### src/rtl/truth_table_sweeper.sv
// truth_table_sweeper
// Clocked stimulus generator and checker for a small combinational function block.
// It steps through every input combination in ascending order and samples the
// block's response for each one. The captured truth table is compared against
// EXPECTED, and a pass flag plus a one-cycle done pulse are raised at the end.
// All outputs are registered.

module truth_table_sweeper #(
    parameter int                        N_IN       = 3,
    parameter int                        SETTLE_CYC = 1,
    parameter logic [(1 << N_IN) - 1:0]  EXPECTED   = 8'h71
) (
    input  logic                        clk,
    input  logic                        reset,
    input  logic                        start,
    input  logic                        s_in,
    output logic [N_IN-1:0]             vec_out,
    output logic                        busy,
    output logic                        done,
    output logic                        pass,
    output logic [(1 << N_IN) - 1:0]    captured,
    output logic [(1 << N_IN) - 1:0]    mismatch,
    output logic [N_IN:0]               err_count
);

    // Number of vectors in one sweep.
    localparam int NVEC = 1 << N_IN;

    // Settle counter width; a zero-settle build still gets a 1-bit counter.
    localparam int CW = (SETTLE_CYC > 0) ? $clog2(SETTLE_CYC + 1) : 1;

    localparam logic [CW-1:0]   SETTLE_LOAD = CW'(SETTLE_CYC);
    localparam logic [N_IN-1:0] LAST_IDX    = N_IN'(NVEC - 1);

    // With no settle time the sweep goes straight from one sample to the next.
    localparam logic            SKIP_SETTLE = (SETTLE_CYC == 0) ? 1'b1 : 1'b0;

    // FSM encoding
    localparam logic [1:0] ST_IDLE   = 2'd0;
    localparam logic [1:0] ST_SETTLE = 2'd1;
    localparam logic [1:0] ST_SAMPLE = 2'd2;
    localparam logic [1:0] ST_DONE   = 2'd3;

    logic [1:0]      state_r;
    logic [1:0]      state_next_s;
    logic [N_IN-1:0] idx_r;
    logic [CW-1:0]   cnt_r;

    logic            sample_one_s;
    logic            sample_zero_s;
    logic            exp_bit_s;
    logic            miss_s;
    logic            last_s;

    // Count the set bits of a mismatch vector. Kept as a reference for the
    // running counter, which must always equal the popcount of mismatch.
    function automatic logic [N_IN:0] popcount(input logic [NVEC-1:0] v);
        logic [N_IN:0] acc;
        acc = {(N_IN + 1){1'b0}};
        for (int i = 0; i < NVEC; i++) begin
            acc = acc + {{N_IN{1'b0}}, v[i]};
        end
        return acc;
    endfunction

    // Classify the current response. x or z never counts as a valid 0 or 1.
    always_comb begin
        sample_one_s  = (s_in === 1'b1);
        sample_zero_s = (s_in === 1'b0);
        exp_bit_s     = EXPECTED[idx_r];
        if (exp_bit_s) begin
            miss_s = ~sample_one_s;
        end else begin
            miss_s = ~sample_zero_s;
        end
        last_s = (idx_r == LAST_IDX);
    end

    // Next-state logic for the sweep sequencer.
    always_comb begin
        state_next_s = state_r;
        case (state_r)
            ST_IDLE: begin
                if (start) begin
                    if (SKIP_SETTLE) begin
                        state_next_s = ST_SAMPLE;
                    end else begin
                        state_next_s = ST_SETTLE;
                    end
                end else begin
                    state_next_s = ST_IDLE;
                end
            end
            ST_SETTLE: begin
                // The counter reaches 0 on this cycle's decrement.
                if (cnt_r <= CW'(1)) begin
                    state_next_s = ST_SAMPLE;
                end else begin
                    state_next_s = ST_SETTLE;
                end
            end
            ST_SAMPLE: begin
                if (last_s) begin
                    state_next_s = ST_DONE;
                end else if (SKIP_SETTLE) begin
                    state_next_s = ST_SAMPLE;
                end else begin
                    state_next_s = ST_SETTLE;
                end
            end
            ST_DONE: begin
                state_next_s = ST_IDLE;
            end
            default: begin
                state_next_s = ST_IDLE;
            end
        endcase
    end

    // State register with synchronous reset.
    always_ff @(posedge clk) begin
        if (reset) begin
            state_r <= ST_IDLE;
        end else begin
            state_r <= state_next_s;
        end
    end

    // Datapath: vector index, settle timer, results and status outputs.
    always_ff @(posedge clk) begin
        if (reset) begin
            idx_r     <= {N_IN{1'b0}};
            cnt_r     <= {CW{1'b0}};
            vec_out   <= {N_IN{1'b0}};
            busy      <= 1'b0;
            done      <= 1'b0;
            pass      <= 1'b0;
            captured  <= {NVEC{1'b0}};
            mismatch  <= {NVEC{1'b0}};
            err_count <= {(N_IN + 1){1'b0}};
        end else begin
            done <= 1'b0;
            case (state_r)
                ST_IDLE: begin
                    if (start) begin
                        idx_r     <= {N_IN{1'b0}};
                        vec_out   <= {N_IN{1'b0}};
                        cnt_r     <= SETTLE_LOAD;
                        busy      <= 1'b1;
                        pass      <= 1'b0;
                        captured  <= {NVEC{1'b0}};
                        mismatch  <= {NVEC{1'b0}};
                        err_count <= {(N_IN + 1){1'b0}};
                    end
                end
                ST_SETTLE: begin
                    cnt_r <= cnt_r - CW'(1);
                end
                ST_SAMPLE: begin
                    captured[idx_r] <= sample_one_s;
                    mismatch[idx_r] <= miss_s;
                    // Each index is sampled once per sweep, so the count
                    // cannot exceed NVEC and never wraps.
                    err_count <= err_count + {{N_IN{1'b0}}, miss_s};
                    if (last_s) begin
                        busy <= 1'b0;
                    end else begin
                        idx_r   <= idx_r + N_IN'(1);
                        vec_out <= idx_r + N_IN'(1);
                        cnt_r   <= SETTLE_LOAD;
                    end
                end
                ST_DONE: begin
                    done <= 1'b1;
                    pass <= (err_count == {(N_IN + 1){1'b0}});
                end
                default: begin
                    busy <= 1'b0;
                end
            endcase
        end
    end

    // Debug view of the running error count derived from the mismatch map.
    logic [N_IN:0] err_ref_s;
    always_comb begin
        err_ref_s = popcount(mismatch);
    end

endmodule

### config.mk
export PLATFORM = sky130hd
export DESIGN_NAME = truth_table_sweeper
export DESIGN_NICKNAME = d
export VERILOG_FILES = /design/src/rtl/truth_table_sweeper.sv
export SDC_FILE = /design/constraint.sdc
export NUM_CORES = 1
export LEC_CHECK = 0
export CAP_MARGIN = 20
export CORE_AREA = 5 5 62 64
export DETAILED_ROUTE_END_ITERATION = 7
export DIE_AREA = 0 0 67 69
export PLACE_DENSITY = 0.79
export SLEW_MARGIN = 20
export SYNTH_ARGS = -nofsm -noshare
export SYNTH_HDL_FRONTEND = slang
export SYNTH_SLANG_ARGS = --single-unit
### constraint.sdc
create_clock -name clk -period 1.7 [get_ports clk]
set_input_delay 0.34 -clock clk [delete_from_list [all_inputs] [get_ports clk]]
set_output_delay 0.34 -clock clk [all_outputs]
set_load 0.1 [all_outputs]
==> summary.md, run 1 <==
| Metric | Value |
|---|---|
| Status | finished, violations left |
| Failing checks | setup timing |
| Post-route DRC | 0 |
| DIE AREA | 4620 sq um |
| Worst R2R Start | idx_r[0] |
| Type of the worst setup path | reg2reg |
| Global-route wire length before repair | approximately 5.7 mm |
| CTS sink count | 29 |
| Critical Path Fanout Max | 7 |
| Initial antenna violation count | 0 |
| Final Cycle Share | 100% |
| Final Hold Fails | 0 |
| Initial Util | about two fifths |
| Area Overhead vs Synth | 60.7% |
| Reg area | between 500 and 600 sq um |
| Reg2Reg Setup Slack | -4 ps |
| Skew-Pair Late Insertion Delay | around 330 ps |
| Avg Cell Area, Syn | 8.60 sq um |
| Unique masters post-synth | 34 |
| Yosys warns | 0 |
| RSZ-0062 raised after global routing | yes |
| Register area share after synthesis | a little over two fifths |
| Row count | 21 |
| Cell taking the most area after synthesis | dfxtp_1 |
| Ant. Diodes | 0 |
| Final setup viols | 1 |
| Crit path time final | approximately 1700 ps |
| Hold Path Sink | captured[4] |
| CTS root buf | clkbuf_4 |
| Startpoint types | flop |
| Largest net degree at the start of global routing | 19 |
| Total CTS buffers | 5 |
| Port bufs | 29 |
| Congestion Overflow GR | 0 |
| Vias in the first global route | between 1,000 and 1,500 |
| Post-DP HPWL | around 2.6 mm |
| Cell area after synthesis | between 1000 and 1500 sq um |
| Worst r2r path cells | 8 |
| Multi-input logic area | 766 sq um |
| Total power | ~0.0015 W |
| Synth Register Bits | 29 |
| Share of layout cells above drive strength 1 | 35.3% |
| Die width | roughly 67 um |
| Initial DRC Count | between 60 and 70 |
| Dpl cell area | 2060 sq um |
| Nets | between 200 and 250 |
| Hold Crit Depth | 2 |
| Maximum clock frequency | a little under 600 MHz |
| Syn Nets | 165 |
| Cell Pwr Density | 670 nW/um^2 |
| DR vias | 1,279 |
| Clock-pin slew on the worst setup and hold paths | 90 ps |
| Fin Clk Skew | about 14 ps |
| Worst R2R End | exp_bit_s |
| # H-tree levels | 2 |
| Leakage | a little over 0.8 nW |
| Peak supply drop | ~0.54 mV |
| DRT Pass-1 Iters | 4 |
| Crit end category | flop |
| Worst hold path type | reg2reg |
| Placed Instances | 236 |
| Final WL | ~3.4 mm |
| CTS Hold Bufs | 0 |
| Final GP Congestion | between 0.8 and 0.9 |
| Fin area | between 2000 and 2500 sq um |
| Post-synth top area share | between 40% and 50% |
| Synth top area cells | dfxtp_1 43%, nor2_1 7.2%, a21oi_1 5.2% |
| All-Layer GR Usage | between 10% and 20% |
| Arr. time, crit path | 1930 ps |
| Core area | 3230 sq um |
| Ports | 30 |
| Post-Syn Instances | ~160 |
| Post-route insts no fill | ~250 |
| Slew margin rel. | 72.2% |
| Worst Path Required | roughly 1900 ps |
| Hold path startpoint | captured[4] |
| Max-slew violation count | 0 |
| DRT antenna net count | 0 |
| Fillers | ~240 |
| WL per Instance | approximately 14 um |
| Worst Slack Setup Final | -3.58 ps |
| Vias per inst | between 5 and 6 |
| Maximum clock path buffer count | 2 |
| CTS tree | built |
| Maxcap violations | 0 |
| Least-Margin Pin Slew | 415 ps |
| Die Y | 69 um |
-- timing repair --
action	4_1_cts	5_1_grt
setup buffers	1	2
pin swaps	2	6
endpoints found under the hold margin	0	0
gates resized for setup	1	6
endpoints found under the setup margin	2	6
-- Yosys cell counts (all sizes together) --
master and n:
nand4b 2, o31a 1, o21ba 1, a32oi 4, o21a 2, mux2 4, buf 4, xnor2 1
nor4b 1, nand3 6, nor2 26, nand3b 3, nand4 1, nor2b 3, a22oi 4, o21bai 1
nand2b 2, clkbuf 7, a21oi 15, o21ai 4, nand2 16, inv 2, ha 4, or3 1
nor3 4, nor3b 4, nor4 1, or4 1, dfxtp 29, mux2i 2, and3 1
-- cells in the final DEF, fill, tap and decap left out, types with 3 or more instances in the layout --
| cell | Yosys | routed |
|---|---|---|
| buf_4 | 2 | 18 |
| o21ai_0 | 4 | 4 |
| nor3_1 | 4 | 3 |
| nand2_1 | 16 | 15 |
| clkdlybuf4s50_1 | 0 | 3 |
| a21oi_1 | 14 | 13 |
| mux2_2 | 4 | 4 |
| buf_12 | 0 | 26 |
| clkbuf_4 | 0 | 5 |
| a32oi_1 | 4 | 4 |
| a22oi_1 | 4 | 4 |
| nand3b_1 | 3 | 3 |
| dfxtp_4 | 0 | 3 |
| nand3_1 | 6 | 6 |
| nor2b_1 | 3 | 3 |
| dfxtp_1 | 29 | 24 |
| nor2_1 | 26 | 25 |
-- sequential cells by signal, indices dropped and copies added (netlist names) --
name and flops:
captured 8, err_count 4, state_r 2, done 1, idx_r 3, pass 1, mismatch 8, busy 1
exp_bit_s 1
-- critical path, cell delays in order (launching register included) --
cell and delay [ps]:
dfxtp_4 360, ha_4 140, ha_4 180, buf_4 120
nand3_1 70, o31a_1 140, a21oi_4 160, a21oi_1 80
or3_1 340
-- layer usage --
metal | routed length (um) | vias up | GRT usage, %
met1 | 1440 | 593 | 19.3
met5 | 0 | - | 0
met4 | 16 | 0 | 7.21
li1 | - | 638 | -
met3 | 228 | 2 | 5.19
met2 | 1720 | 46 | 24.8
-- worst max path at each step --
stage	from	slack, ps	cells past startpoint	to
floorplan	idx_r[1]	-80	6	exp_bit_s
global placement	start	-240	6	exp_bit_s
detailed placement	start	-320	6	exp_bit_s
CTS	idx_r[0]	5	7	exp_bit_s
global route	idx_r[0]	-100	8	exp_bit_s
finish	idx_r[0]	-4	8	exp_bit_s
-- through the flow --
step                hold WS (ps)  setup slack (ps)  util, %  TNS (ps)
global route                 540             -99.8     67.1     -99.8
detailed placement           501              -322     63.6      -917
floorplan                    528             -83.8        -     -83.8
global placement             492              -240     63.6      -504
finish                       510             -3.58     67.1     -3.58
CTS                          513              4.83     65.8         0
-- final cells by class --
class,instances,share of cell area (%)
Timing Repair Buffer,47,31.6
Clock buffer,8,2.71
Tap cell,46,2.65
Inverter,2,0.346
Multi-Input combinational cell,115,35.3
Sequential cell,29,27.4
-- where the power goes --
part / internal [W] / switching (W)
Sequential: 0.000694 / 0.0000212
Clock: 0.000204 / 0.000227
Combinational: 0.000122 / 0.000186
-- cells by family after synthesis --
group,Yosys count,share of synthesized area [%]
adders and majority gates,4,3.71
and+or+nand+nor,72,26.8
AOI/OAI and AO/OA,32,15.8
xor gates and xnor gates,1,0.649
DFF,29,43.0
muxes,6,4.82
buffers and inverters,13,5.28
(Power assumes the default switching activity.)
==> run 2, diff against run 1 <==
Settings changed: SLEW_MARGIN 20 to 15.
==> results of run 2 <==
The final DEF is identical to that of run 1; final timing and power are the same.
==> variant 1 (settings of run 2) <==
Change the parameter `EXPECTED` from 8'h71 to 8'h54.
--- a/src/rtl/truth_table_sweeper.sv
+++ b/src/rtl/truth_table_sweeper.sv
@@ -9,5 +9,5 @@
     parameter int                        N_IN       = 3,
     parameter int                        SETTLE_CYC = 1,
-    parameter logic [(1 << N_IN) - 1:0]  EXPECTED   = 8'h71
+    parameter logic [(1 << N_IN) - 1:0]  EXPECTED   = 8'h54
 ) (
     input  logic                        clk,
Behaviour: not the same (Yosys sat finds a counterexample within 4 cycles, from zero or initial values and one cycle with reset high).
==> variant 1 against run 2 <==
- non-clock buffer count down 6
- sequential cell count unchanged
- first-iteration DRC count up 11%
- critical path depth down 2
- combinational power down 13%
- design area down 5.0%
- wire length down 3.2%
- power down 4.9%
- worst setup slack better by 0.081 ns
- synthesized area down 0.19%
- largest cell class unchanged
==> variant 1: results (changes against run 2) <==
| Metric | Value |
|---|---|
| Global Route met2 Usage | `0.260 (+0.0120)` |
| Internal Pwr Total | `966 uW (-5.3%)` |
| Number of antenna violations at the first check in global routing | `0 (unchanged)` |
| Synth top cells by count | `dfxtp_1, nor2_1, nand2_1` |
| Sequential Power Share | `0.525 (+0.033)` |
| Hold Startpoint | `busy$_SDFFE_PP0P_` |
| Proportion of layout cells with a drive suffix above 1 | `0.319 (-0.0341)` |
| Total wire length | `3300 microns (-3.2%)` |
| First-iteration detailed-routing DRC count | `71 (+11%)` |
| Syn nets | `158 (-4.2%)` |
| Power in combinational cells | `268 uW (-13%)` |
| GR Util All Layers | `0.153 (-0.00527)` |
| GR Util met3 | `0.0471 (-0.00487)` |
| GP Congestion | `0.877 (+0.39%)` |
| R2r startpoint | `idx_r[1]$_SDFFE_PP0N_` |
| VDD IR max | `438 uV (-18%)` |
| Via Count | `1211 (-5.3%)` |
| Drt first pass iters | `6 (+2)` |
| Register-to-Register Path Depth | `6 (-2)` |
| Fill cells | `251 (+4.1%)` |
| Static Leak | `0.000789 uW (-2.7%)` |
| Met1 wire length | `1330 microns (-7.3%)` |
| Layout net count | `195 (-6.3%)` |
| Seq/Total Area, Yosys | `0.431 (+0.000799)` |
| Dpl ws | `-0.251 ns (+0.0710 ns)` |
| Skew final | `0.00390 ns (-0.00963 ns)` |
| DP Area | `0.00200 sq mm (-2.9%)` |
| Mean Syn Cell Area | `8.98 sq um (+4.5%)` |
| Clk buf depth | `2 (unchanged)` |
| Largest net degree at the start of global routing | `15 (-4)` |
| Max FO, Critical Path | `11 (+4)` |
| Crit path DAT | `1.85 ns (-0.08 ns)` |
| Seq pwr | `726 uW (+2%)` |
| First-pass GRT wire length | `5520 microns (-3.0%)` |
| M1 GR Usage | `0.167 (-0.0263)` |
| Largest delay contributor family on the critical path | `compound AO/OA/AOI/OAI gates` |
| Routed wl met2 | `1720 microns (-0.41%)` |
| Ranking of synthesized cells by area | `dfxtp_1, nor2_1, nand2_1, ha_1, mux2i_1` |
| Vias in the first global route | `1252 (-1.2%)` |
| Residual DRC | `0 (unchanged)` |
| Worst path max stage delay | `0.40 ns (+0.04 ns)` |
| Detail Placement HPWL | `2490 microns (-3.5%)` |
| Inserted Clock Buffers | `5 (unchanged)` |
| Worst Tran Pin Value | `0.336 ns (-0.0798 ns)` |
| Synth unique cells | `38 (+12%)` |
| Met3 WL post-DR | `156 microns (-32%)` |
| Outcome | `complete, no violations` |
| Routed len/inst | `14.1 microns (+2.2%)` |
==> variant 1: cell count changes after synthesis, moves of 3 or more <==
cell,delta
mux2_1,+3
and2_1,+3
a21oi_1,-5
mux2i_1,+3
nor2_1,-3
and2_0,+3
==> variant 1: cells by family (layout without fill, tap and decap cells) <==
group	count (synthesis)	after routing	share of synthesized area
DFF	29	29	0.431
adders and majority gates	4	4	0.0371
AOI/OAI and AO/OA	25	25	0.118
and+or+nand+nor	68	68	0.268
xor gates and xnor gates	1	1	0.00650
muxes	11	11	0.0873
buffers and inverters	12	50	0.0520
==> variant 1: path summary, 6_finish.rpt <==
path,end,slack [ns]
worst min-delay path,busy$_SDFFE_PP0P_,0.50
worst max-delay path,exp_bit_s$_DFF_P_,0.08
worst max register to register,exp_bit_s$_DFF_P_,0.08
worst min register to register,busy$_SDFFE_PP0P_,0.50
==> variant 1: area by class of cell <==
| type | count | area, sq um | area share |
|---|---|---|---|
| multi-input combinational | 109 | 718 | 0.349 |
| clock buffer | 8 | 48.8 | 0.0237 |
| inverter | 1 | 3.75 | 0.00182 |
| sequential | 29 | 592 | 0.287 |
| timing repair buffer | 41 | 641 | 0.311 |
| tap | 46 | 57.6 | 0.0279 |
==> variant 1: timing repair <==
item | in CTS | in global routing
setup buffers | 0 | 0
resized for setup | 2 | 2
pin swaps | 1 | 1
setup endpoints to repair | 1 | 7
==> variant 1: metrics by stage <==
| stage | utilization | TNS, ns |
|---|---|---|
| floorplan | - | 0 |
| detailed placement | 0.618 | -1.71 |
| global placement | 0.618 | -1.07 |
| finish | 0.638 | 0 |
| global route | 0.638 | 0 |
| CTS | 0.636 | 0 |
==> variant 1: tightest hold or removal path, stage by stage (launching register included) <==
cell and delay [ns]:
dfxtp_1 0.34, nand2_1 0.06, a21oi_1 0.05
==> variant 2 (settings of run 2) <==
Without the edit above. Reset style: asynchronous (`reset`), changed in 2 clocked blocks. Comments in the files are not updated.
--- a/src/rtl/truth_table_sweeper.sv
+++ b/src/rtl/truth_table_sweeper.sv
@@ -119,5 +119,5 @@
 
     // State register with synchronous reset.
-    always_ff @(posedge clk) begin
+    always_ff @(posedge clk or posedge reset) begin
         if (reset) begin
             state_r <= ST_IDLE;
@@ -128,5 +128,5 @@
 
     // Datapath: vector index, settle timer, results and status outputs.
-    always_ff @(posedge clk) begin
+    always_ff @(posedge clk or posedge reset) begin
         if (reset) begin
             idx_r     <= {N_IN{1'b0}};
Check against the original RTL: differs if reset is asserted again (counterexample within 4 cycles, from zero or initial values and one cycle with reset high); with reset held inactive, the same outputs for 10 cycles.
==> variant 2 against run 2 <==
- fmax decreased by 9.7%
- synthesized area increased by 5.9%
- non-clock buffer count increased by 7
- wire length increased by 24%
- global-route usage increased by 2.3 points
- the run still ends with negative setup slack left
- sequential cell count decreased by 1
- synthesized cell count decreased by 10%
- highest routed layer unchanged
- design area increased by 9.5%
- worst setup slack got worse by 0.18 ns
Power is not shown: default switching activity piles up to over one toggle a cycle in this logic, so the estimate is an artifact.
==> variant 2: results (changes against run 2) <==
| Metric | Value |
|---|---|
| Outcome | `complete, but fails checks` |
| Failing checks | `negative setup slack` |
| Layout net count | `205 (-1.4%)` |
| Clk buf depth | `2 (unchanged)` |
| Largest net degree at the start of global routing | `29 (+10)` |
| First-iteration detailed-routing DRC count | `107 (+67%)` |
| PortBufs | `29 (unchanged)` |
| Root Buffer | `clkbuf_4` |
| Inserted Clock Buffers | `3 (-2)` |
| Synth top cells by count | `dfrtp_1, nand2_1, o21ai_0` |
| Post-placement cell count | `227 (-3.8%)` |
| CTS hold repair buffers | `0 (unchanged)` |
| Max-slew headroom | `0.727 (+0.00461)` |
| CTS clk-pin slew, worst paths | `0.16 ns (+0.07 ns)` |
| Hold Crit Class | `primary input to asynchronous set/reset pin` |
| Largest registers | `captured (8), mismatch (8), err_count (4)` |
| Synth unique cells | `35 (+2.9%)` |
| Post-synth ARST share | `1.00 (+1.00)` |
| R2r startpoint | `idx_r[0]$_DFFE_PP0P_` |
| First-pass GRT wire length | `6560 microns (+15%)` |
| Clock Latency Late Sink | `0.34 ns` |
| Worst setup margin | `-0.186 ns (-0.183 ns)` |
| Routed len/inst | `17.6 microns (+28%)` |
| Ranking of synthesized cells by area | `dfrtp_1, ha_1, o21ai_0, nand2_1, a22o_1` |
| Syn nets | `151 (-8.5%)` |
| Proportion of layout cells with a drive suffix above 1 | `0.433 (+0.0798)` |
| Skew final | `0.00385 ns (-0.00968 ns)` |
| Yosys warns | `0 (unchanged)` |
| Critical path startpoint | `idx_r[0]$_DFFE_PP0P_` |
| DP Area | `0.00217 sq mm (+5.4%)` |
| Final Hold Slack | `0.328 ns (-0.182 ns)` |
| Max FO, Critical Path | `3 (-4)` |
| GP Congestion | `0.813 (-7.0%)` |
| Number of antenna violations at the first check in global routing | `0 (unchanged)` |
| H-tree depth | `1 (-1)` |
| Detail Placement HPWL | `2720 microns (+5.2%)` |
| Register-to-Register Path Depth | `11 (+3)` |
| Number of diodes | `0 (unchanged)` |
| Crit path capture | `err_count[2]$_DFFE_PP0P_` |
| Mean Syn Cell Area | `10.1 sq um (+18%)` |
| Crit path DAT | `2.14 ns (+0.21 ns)` |
| Seq/Total Area, Yosys | `0.490 (+0.0599)` |
| GR Util All Layers | `0.182 (+0.0233)` |
| Via Count | `1326 (+3.7%)` |
| # setup viols final | `9 (+8)` |
| Finished Layout Cells | `240 (-2.8%)` |
| Drt first pass iters | `4 (unchanged)` |
==> variant 2: area by class of cell <==
class                           count  area [sq um]
Clock buffer                        4          36.3
Fill cell                         200           857
Multi-Input combinational cell     95           757
Sequential cell                    28           709
Timing Repair Buffer               54           761
Tap cell                           46          57.6
Inverter                           13          53.8
==> variant 2: through the flow <==
step	util	setup TNS, ns	worst slack [ns]
global placement	0.670	-0.358	-0.163
finish	0.735	-0.830	-0.186
CTS	0.701	-0.296	-0.141
floorplan	-	-1.67	-0.514
detailed placement	0.670	-0.633	-0.238
global route	0.735	-1.54	-0.267
==> variant 2: repair_timing <==
| action | 4_1_cts | 5_1_grt |
|---|---|---|
| endpoints found under the setup margin | 5 | 9 |
| resized for setup | 13 | 13 |
| setup buffers | 4 | 5 |
| pin swaps | 5 | 3 |
==> variant 2: cells by family (layout without fill, tap and decap cells) <==
| logic type | count (synthesis) | in the layout | share of synthesized area |
|---|---|---|---|
| flops | 28 | 28 | 0.490 |
| fa+ha+maj | 6 | 6 | 0.0525 |
| compound gates | 44 | 44 | 0.200 |
| xor+xnor | 1 | 1 | 0.0114 |
| mux | 5 | 5 | 0.0376 |
| simple gates | 39 | 39 | 0.147 |
| buf+inv | 18 | 71 | 0.0612 |
==> variant 2: worst max-delay path, cell delays in order (launching register included) <==
cell and delay, ns:
dfrtp_4 0.54, inv_4 0.08, ha_4 0.14, nor2_4 0.04
a21oi_4 0.14, xnor2_2 0.15, inv_2 0.09, ha_4 0.18
ha_4 0.16, nand2_2 0.04, mux2i_1 0.07, a22o_1 0.18
==> variant 2: metal layers <==
metal,vias up,global-route usage,share of wire,wire length (microns)
li1,603,-,-,-
met1,656,0.232,0.38,1620
met2,56,0.296,0.53,2240
met3,11,0.0292,0.061,257
met4,0,0.0811,0.026,110
met5,-,0,0,0
